<file path="config.mk">
export PLATFORM = sky130hd
export DESIGN_NAME = multicycle_control_unit
export DESIGN_NICKNAME = d
export VERILOG_FILES = /design/src/rtl/multicycle_control_unit.sv
export SDC_FILE = /design/constraint.sdc
export NUM_CORES = 1
export LEC_CHECK = 0
export CAP_MARGIN = 20
export CELL_PAD_IN_SITES_DETAIL_PLACEMENT = 1
export CELL_PAD_IN_SITES_GLOBAL_PLACEMENT = 1
export CORE_ASPECT_RATIO = 1.1
export CORE_MARGIN = 2
export CORE_UTILIZATION = 25
export DETAILED_ROUTE_END_ITERATION = 8
export MAX_ROUTING_LAYER = met4
export PLACE_DENSITY_LB_ADDON = 0.05
export RECOVER_POWER = 100
export SYNTH_ARGS = -nofsm -noshare
export SYNTH_HDL_FRONTEND = slang
export SYNTH_SLANG_ARGS = --single-unit
</file>
<file path="constraint.sdc">
create_clock -name clk -period 1.6 [get_ports clk]
set_input_delay 0.32 -clock clk [delete_from_list [all_inputs] [get_ports clk]]
set_output_delay 0.32 -clock clk [all_outputs]
set_load 0.01 [all_outputs]
</file>
<file path="src/rtl/multicycle_control_unit.sv">
// multicycle_control_unit
//   Moore-style sequencing controller for the multicycle RV32I datapath. Each
//   instruction is stepped through fetch, decode, execute, memory and
//   writeback. The controller drives every datapath enable and mux select,
//   and also produces the ALU opcode.
//
// Parameters
//   MEM_WAIT : 1 = FETCH/MEMREAD/MEMWRITE hold until mem_ready, 0 = ignore mem_ready
//   EN_EXT   : 1 = decode bne, xor/xori, srl/srli; 0 = treat them as illegal
//
// Ports
//   clk, reset                  rising-edge clock, synchronous active-high reset
//   Opcode, funct3, funct7b5    instruction fields from the instruction register
//   Zero                        ALU zero flag (branch resolution)
//   mem_ready                   memory access completes this cycle
//   PCWrite, AdrSrc, MemWrite, IRWrite, RegWrite          datapath enables/selects
//   ResultSrc, ALUSrcA, ALUSrcB, ImmSrc, ALUControl       datapath mux selects / ALU op
//   Illegal                     one-cycle pulse in DECODE for an undecodable instruction
//   InstrDone                   one-cycle pulse in the final state of each instruction
//   State                       current state, for debug
module multicycle_control_unit #(
  parameter int MEM_WAIT = 0,
  parameter int EN_EXT   = 1
) (
  input  logic       clk,
  input  logic       reset,
  input  logic [6:0] Opcode,
  input  logic [2:0] funct3,
  input  logic       funct7b5,
  input  logic       Zero,
  input  logic       mem_ready,
  output logic       PCWrite,
  output logic       AdrSrc,
  output logic       MemWrite,
  output logic       IRWrite,
  output logic [1:0] ResultSrc,
  output logic [1:0] ALUSrcA,
  output logic [1:0] ALUSrcB,
  output logic [1:0] ImmSrc,
  output logic       RegWrite,
  output logic [2:0] ALUControl,
  output logic       Illegal,
  output logic       InstrDone,
  output logic [3:0] State
);

  localparam logic [3:0] S_FETCH    = 4'd0;
  localparam logic [3:0] S_DECODE   = 4'd1;
  localparam logic [3:0] S_MEMADR   = 4'd2;
  localparam logic [3:0] S_MEMREAD  = 4'd3;
  localparam logic [3:0] S_MEMWB    = 4'd4;
  localparam logic [3:0] S_MEMWRITE = 4'd5;
  localparam logic [3:0] S_EXECR    = 4'd6;
  localparam logic [3:0] S_ALUWB    = 4'd7;
  localparam logic [3:0] S_EXECI    = 4'd8;
  localparam logic [3:0] S_JAL      = 4'd9;
  localparam logic [3:0] S_BRANCH   = 4'd10;

  localparam logic [6:0] OP_LW  = 7'b0000011;
  localparam logic [6:0] OP_SW  = 7'b0100011;
  localparam logic [6:0] OP_R   = 7'b0110011;
  localparam logic [6:0] OP_I   = 7'b0010011;
  localparam logic [6:0] OP_JAL = 7'b1101111;
  localparam logic [6:0] OP_BR  = 7'b1100011;

  localparam logic [2:0] ALU_ADD = 3'b000;
  localparam logic [2:0] ALU_SUB = 3'b001;
  localparam logic [2:0] ALU_AND = 3'b010;
  localparam logic [2:0] ALU_OR  = 3'b011;
  localparam logic [2:0] ALU_SLL = 3'b100;
  localparam logic [2:0] ALU_SLT = 3'b101;
  localparam logic [2:0] ALU_XOR = 3'b110;
  localparam logic [2:0] ALU_SRL = 3'b111;

  logic [3:0] state;
  logic [3:0] next_state;
  logic       ext;
  logic       mem_go;
  logic       is_bne;
  logic [2:0] alu_fn;
  logic       fn_ok;
  logic       legal;

  logic       pc_update;
  logic       branch;
  logic       adr_src;
  logic       mem_wr;
  logic       ir_wr;
  logic       reg_wr;
  logic       done;
  logic       illegal;
  logic [1:0] res_src;
  logic [1:0] src_a;
  logic [1:0] src_b;
  logic [2:0] alu_ctl;

  assign ext    = (EN_EXT != 0);
  // Without the handshake every memory-facing state completes in one cycle.
  assign mem_go = (MEM_WAIT != 0) ? mem_ready : 1'b1;
  assign is_bne = (funct3 == 3'b001);

  // ALU function for R/I-type; fn_ok is low for encodings this core does not execute.
  always_comb begin
    alu_fn = ALU_ADD;
    fn_ok  = 1'b1;
    case (funct3)
      3'b000: alu_fn = ((Opcode == OP_R) && funct7b5) ? ALU_SUB : ALU_ADD;
      3'b001: alu_fn = ALU_SLL;
      3'b010: alu_fn = ALU_SLT;
      3'b110: alu_fn = ALU_OR;
      3'b111: alu_fn = ALU_AND;
      3'b100: begin
        alu_fn = ALU_XOR;
        fn_ok  = ext;
      end
      3'b101: begin
        alu_fn = ALU_SRL;
        fn_ok  = ext & ~funct7b5;
      end
      default: fn_ok = 1'b0;
    endcase
  end

  always_comb begin
    case (Opcode)
      OP_LW, OP_SW, OP_JAL: legal = 1'b1;
      OP_R, OP_I:           legal = fn_ok;
      OP_BR:                legal = (funct3 == 3'b000) | (is_bne & ext);
      default:              legal = 1'b0;
    endcase
  end

  always_comb begin
    next_state = S_FETCH;
    case (state)
      S_FETCH:  next_state = mem_go ? S_DECODE : S_FETCH;
      S_DECODE: begin
        if (legal) begin
          case (Opcode)
            OP_LW, OP_SW: next_state = S_MEMADR;
            OP_R:         next_state = S_EXECR;
            OP_I:         next_state = S_EXECI;
            OP_JAL:       next_state = S_JAL;
            OP_BR:        next_state = S_BRANCH;
            default:      next_state = S_FETCH;
          endcase
        end
      end
      S_MEMADR:   next_state = (Opcode == OP_SW) ? S_MEMWRITE : S_MEMREAD;
      S_MEMREAD:  next_state = mem_go ? S_MEMWB : S_MEMREAD;
      S_MEMWRITE: next_state = mem_go ? S_FETCH : S_MEMWRITE;
      S_EXECR, S_EXECI, S_JAL: next_state = S_ALUWB;
      // MEMWB, ALUWB, BRANCH and the unused codes all return to FETCH.
      default:    next_state = S_FETCH;
    endcase
  end

  always_ff @(posedge clk) begin
    if (reset) state <= S_FETCH;
    else       state <= next_state;
  end

  always_comb begin
    pc_update = 1'b0;
    branch    = 1'b0;
    adr_src   = 1'b0;
    mem_wr    = 1'b0;
    ir_wr     = 1'b0;
    reg_wr    = 1'b0;
    done      = 1'b0;
    illegal   = 1'b0;
    res_src   = 2'b00;
    src_a     = 2'b00;
    src_b     = 2'b00;
    alu_ctl   = ALU_ADD;
    case (state)
      S_FETCH: begin
        ir_wr     = mem_go;
        pc_update = mem_go;
        src_b     = 2'b10;
        res_src   = 2'b10;
      end
      S_DECODE: begin
        src_a   = 2'b01;
        src_b   = 2'b01;
        illegal = ~legal;
      end
      S_MEMADR: begin
        src_a = 2'b10;
        src_b = 2'b01;
      end
      S_MEMREAD: adr_src = 1'b1;
      S_MEMWB: begin
        res_src = 2'b01;
        reg_wr  = 1'b1;
        done    = 1'b1;
      end
      S_MEMWRITE: begin
        adr_src = 1'b1;
        mem_wr  = mem_go;
        done    = mem_go;
      end
      S_EXECR: begin
        src_a   = 2'b10;
        alu_ctl = alu_fn;
      end
      S_EXECI: begin
        src_a   = 2'b10;
        src_b   = 2'b01;
        alu_ctl = alu_fn;
      end
      S_ALUWB: begin
        reg_wr = 1'b1;
        done   = 1'b1;
      end
      S_JAL: begin
        src_a     = 2'b01;
        src_b     = 2'b10;
        pc_update = 1'b1;
      end
      S_BRANCH: begin
        src_a   = 2'b10;
        alu_ctl = ALU_SUB;
        branch  = 1'b1;
        done    = 1'b1;
      end
      default: ;
    endcase
  end

  always_comb begin
    case (Opcode)
      OP_SW:   ImmSrc = 2'b01;
      OP_BR:   ImmSrc = 2'b10;
      OP_JAL:  ImmSrc = 2'b11;
      default: ImmSrc = 2'b00;
    endcase
  end

  // bne inverts the sense of Zero; reset masks every write and pulse output.
  assign PCWrite    = ~reset & (pc_update | (branch & (Zero ^ is_bne)));
  assign IRWrite    = ~reset & ir_wr;
  assign RegWrite   = ~reset & reg_wr;
  assign MemWrite   = ~reset & mem_wr;
  assign Illegal    = ~reset & illegal;
  assign InstrDone  = ~reset & done;
  assign AdrSrc     = adr_src;
  assign ResultSrc  = res_src;
  assign ALUSrcA    = src_a;
  assign ALUSrcB    = src_b;
  assign ALUControl = alu_ctl;
  assign State      = state;

endmodule

</file>
==> metrics.txt <==
outcome=finished with violations; failing checks=negative setup slack; mapped cell area=between 600 and 700 um^2; DR vias/cell=roughly 5.1; Final Non-Filler Cells=215; fin crit share=109%; worst r2r path cells=6; # nets final=around 200; layout cells sized above 1=about three quarters; Synth Area in Simple Gates=a little over half; WL per Instance=19.1 um; peak supply drop=about 0.26 mV; boundary pin count=37; Seq cells post-synth=4; Die ar.=roughly 3100 um^2; Total Wirelength=approximately 4000 um; Starting Density=26.5%; Compound-Gate Fraction of Synth Area=roughly 24%; main combinational cell family by area after synthesis=simple AND/OR/NAND/NOR gates; critical path class=in -> out; Sequential Power Share=about a fifth; Startpoint Class=input pin; PD cells=just under 300 nW/um^2; Post-Synth XOR/XNOR Area=roughly 5.2%; vias in the first global route=approximately 1,200; Slowest-stage cell, CP=nand4bb_4; Yosys top cell by area=dfxtp_1; CP arrival=1420 ps; gr ovfl total=0; top-count cell post-synth=nor2_1; TNS Setup=-822 ps; Net Sw Power=190 uW; Int Power=315 uW; row cnt=19; 1st-iter DRT viols=10; post-route ant nets=0; top_reg_cell synth=dfxtp_1; Worst Path Max Fanout=4; TritonCTS clock tree=done; crit path time final=approximately 1700 ps; total number of H-tree levels=1; die height=about 60 um; critical path data required time=about 1300 ps; Distinct cells, synth=41; Area growth syn-to-layout=158%; clk sinks=4; Final Hold Viols=0; Fillers=290; Final setup violation count=9; HPWL Detailed=between 2000 and 2500 um; share of synthesized registers carrying an async set or reset=0%; Fmax=about 570 MHz; Adder-Cell Fraction of Synth Area=0%; RePlAce Congestion=0.812; cell leakage power=0.000784 uW; hold crit path type=in -> reg; Num CTS Buffers=3; Worst-Skew Late Latency=260 ps; hold path depth=4; drt first pass iters=2; # diodes=0; Yosys top cell area share=roughly an eighth; net switching fraction of the power=37.6%; Clk network pwr share=between 20% and 30%; Die Span X=around 54 um; Worst-path clk slew=about 40 ps; Critical Path Stages=7; first-pass GRT wire length=approximately 5700 um; multiplexer share of the synthesized area=0%; root buffer cell=clkbuf_4; RSZ-0062 raised after global routing=true; top post-synthesis cells by area=dfxtp_1, nor2_1, nand2b_1; Placeable Area=around 2500 um^2; Comb pwr share=50.9%; CP max stage delay=about 250 ps; Global Route Usage Sum=~26%; Tightest Pin Transition=roughly 370 ps; Vias=1,102; largest net degree at the start of global routing=11; Post-Synthesis Cells=between 90 and 100; syn avg cell area=just under 7 um^2; post-synthesis net count=112; overall power=around 510 uW; Util after Layout=roughly 68%; commonest cells in the netlist=nor2_1, nand2b_1, nor3_1, a21oi_1, nand2_1; Final Max Slew Viols=0; sequential fraction of the synthesis area=a little under an eighth; Slew headroom=between 70% and 80%; setup ws final=-140 ps; Clock Skew=~10 ps; delay-heaviest family, CP=simple AND/OR/NAND/NOR gates; crit-path cells=buf_6, nand4bb_4, buf_6, nor2_1, a221oi_2, and2_4, buf_6; Worst setup EP type=output port; WP buf/inv=3; cell mode on critical path=buf_6; yosys warns=0; PortBufs=35; CTS max path bufs=2; initial antenna violation count=0; max FFs per register=4; DRC Markers=0; Max-Cap Viols=0; EDFF count, synth=0; dpl cells=194
-- kinds of logic after synthesis --
| group | count (synthesis) |
|---|---|
| buffers and inverters | 11 |
| and+or+nand+nor | 56 |
| xor gates and xnor gates | 4 |
| DFF | 4 |
| AOI/OAI and AO/OA | 22 |
-- metal layers --
metal,vias to the layer above,share of wire (%),global-route usage (%)
met2,28,56,47.3
li1,529,-,-
met5,-,0,-
met1,537,40,28.6
met4,0,1.8,7.69
met3,8,2.4,1.52
-- metrics by stage --
step                      setup slack (ps)  area [um^2]  hold WS [ps]
after floorplan                       52.3          688           492
after global placement                -917         1330           718
after detailed placement              -960         1330           724
after CTS                             -209         1540           479
after global routing                  -202         1740           499
final                                 -140         1740           481
-- power groups by stage --
stage	sequential, uW	combinational [uW]	clock [uW]
6_report	101	257	147
5_1_grt	101	271	155
4_1_cts	102	219	135
3_5_place_dp	106	199	0
3_3_place_gp	106	193	0
2_1_floorplan	107	73.7	0
-- layout make-up --
cell class	count	area, um^2	share of cell area (%)
sequential	4	95.1	5.47
inverter	5	18.8	1.08
tap	31	38.8	2.23
clock buffer	3	22.5	1.29
timing repair buffer	90	734	42.2
multi-input combinational	82	830	47.7
-- cell usage in the layout (no fill, tap or decap), types with 2 or more instances in the layout --
cell / count
buf_4: 39
buf_6: 19
buf_2: 17
nor2_1: 10
nand2b_4: 5
clkbuf_4: 5
dfxtp_4: 4
nor3_1: 4
dlygate4sd2_1: 4
nor2b_4: 3
nand2_1: 3
a21oi_2: 3
nand2_2: 3
inv_1: 3
nor4_4: 3
nor3_2: 3
a21oi_1: 3
clkbuf_2: 3
inv_2: 2
nor3b_2: 2
nand2b_1: 2
nor4b_4: 2
o21ai_1: 2
clkdlybuf4s15_2: 2
clkdlybuf4s25_1: 2
-- worst paths after layout --
kind	start	endpoint	slack, ps
setup reg to reg	State[3]$_SDFF_PP0_	State[1]$_SDFF_PP0_	180
setup / recovery	Opcode[2]	Illegal	-140
hold reg to reg	State[3]$_SDFF_PP0_	State[0]$_SDFF_PP0_	790
hold / removal	Opcode[1]	State[3]$_SDFF_PP0_	480
-- worst min-delay path: stages --
cell     delay [ps]
buf_2           130
nand2_2          90
buf_4           110
nor4_1           40
-- what timing repair did --
item,CTS,global route
resized for setup,168,37
setup endpoints to repair,24,19
pin swaps,15,13
buffers inserted,11,7
hold buffers,0,0
No activity file was read; power rests on OpenSTA's default activity.
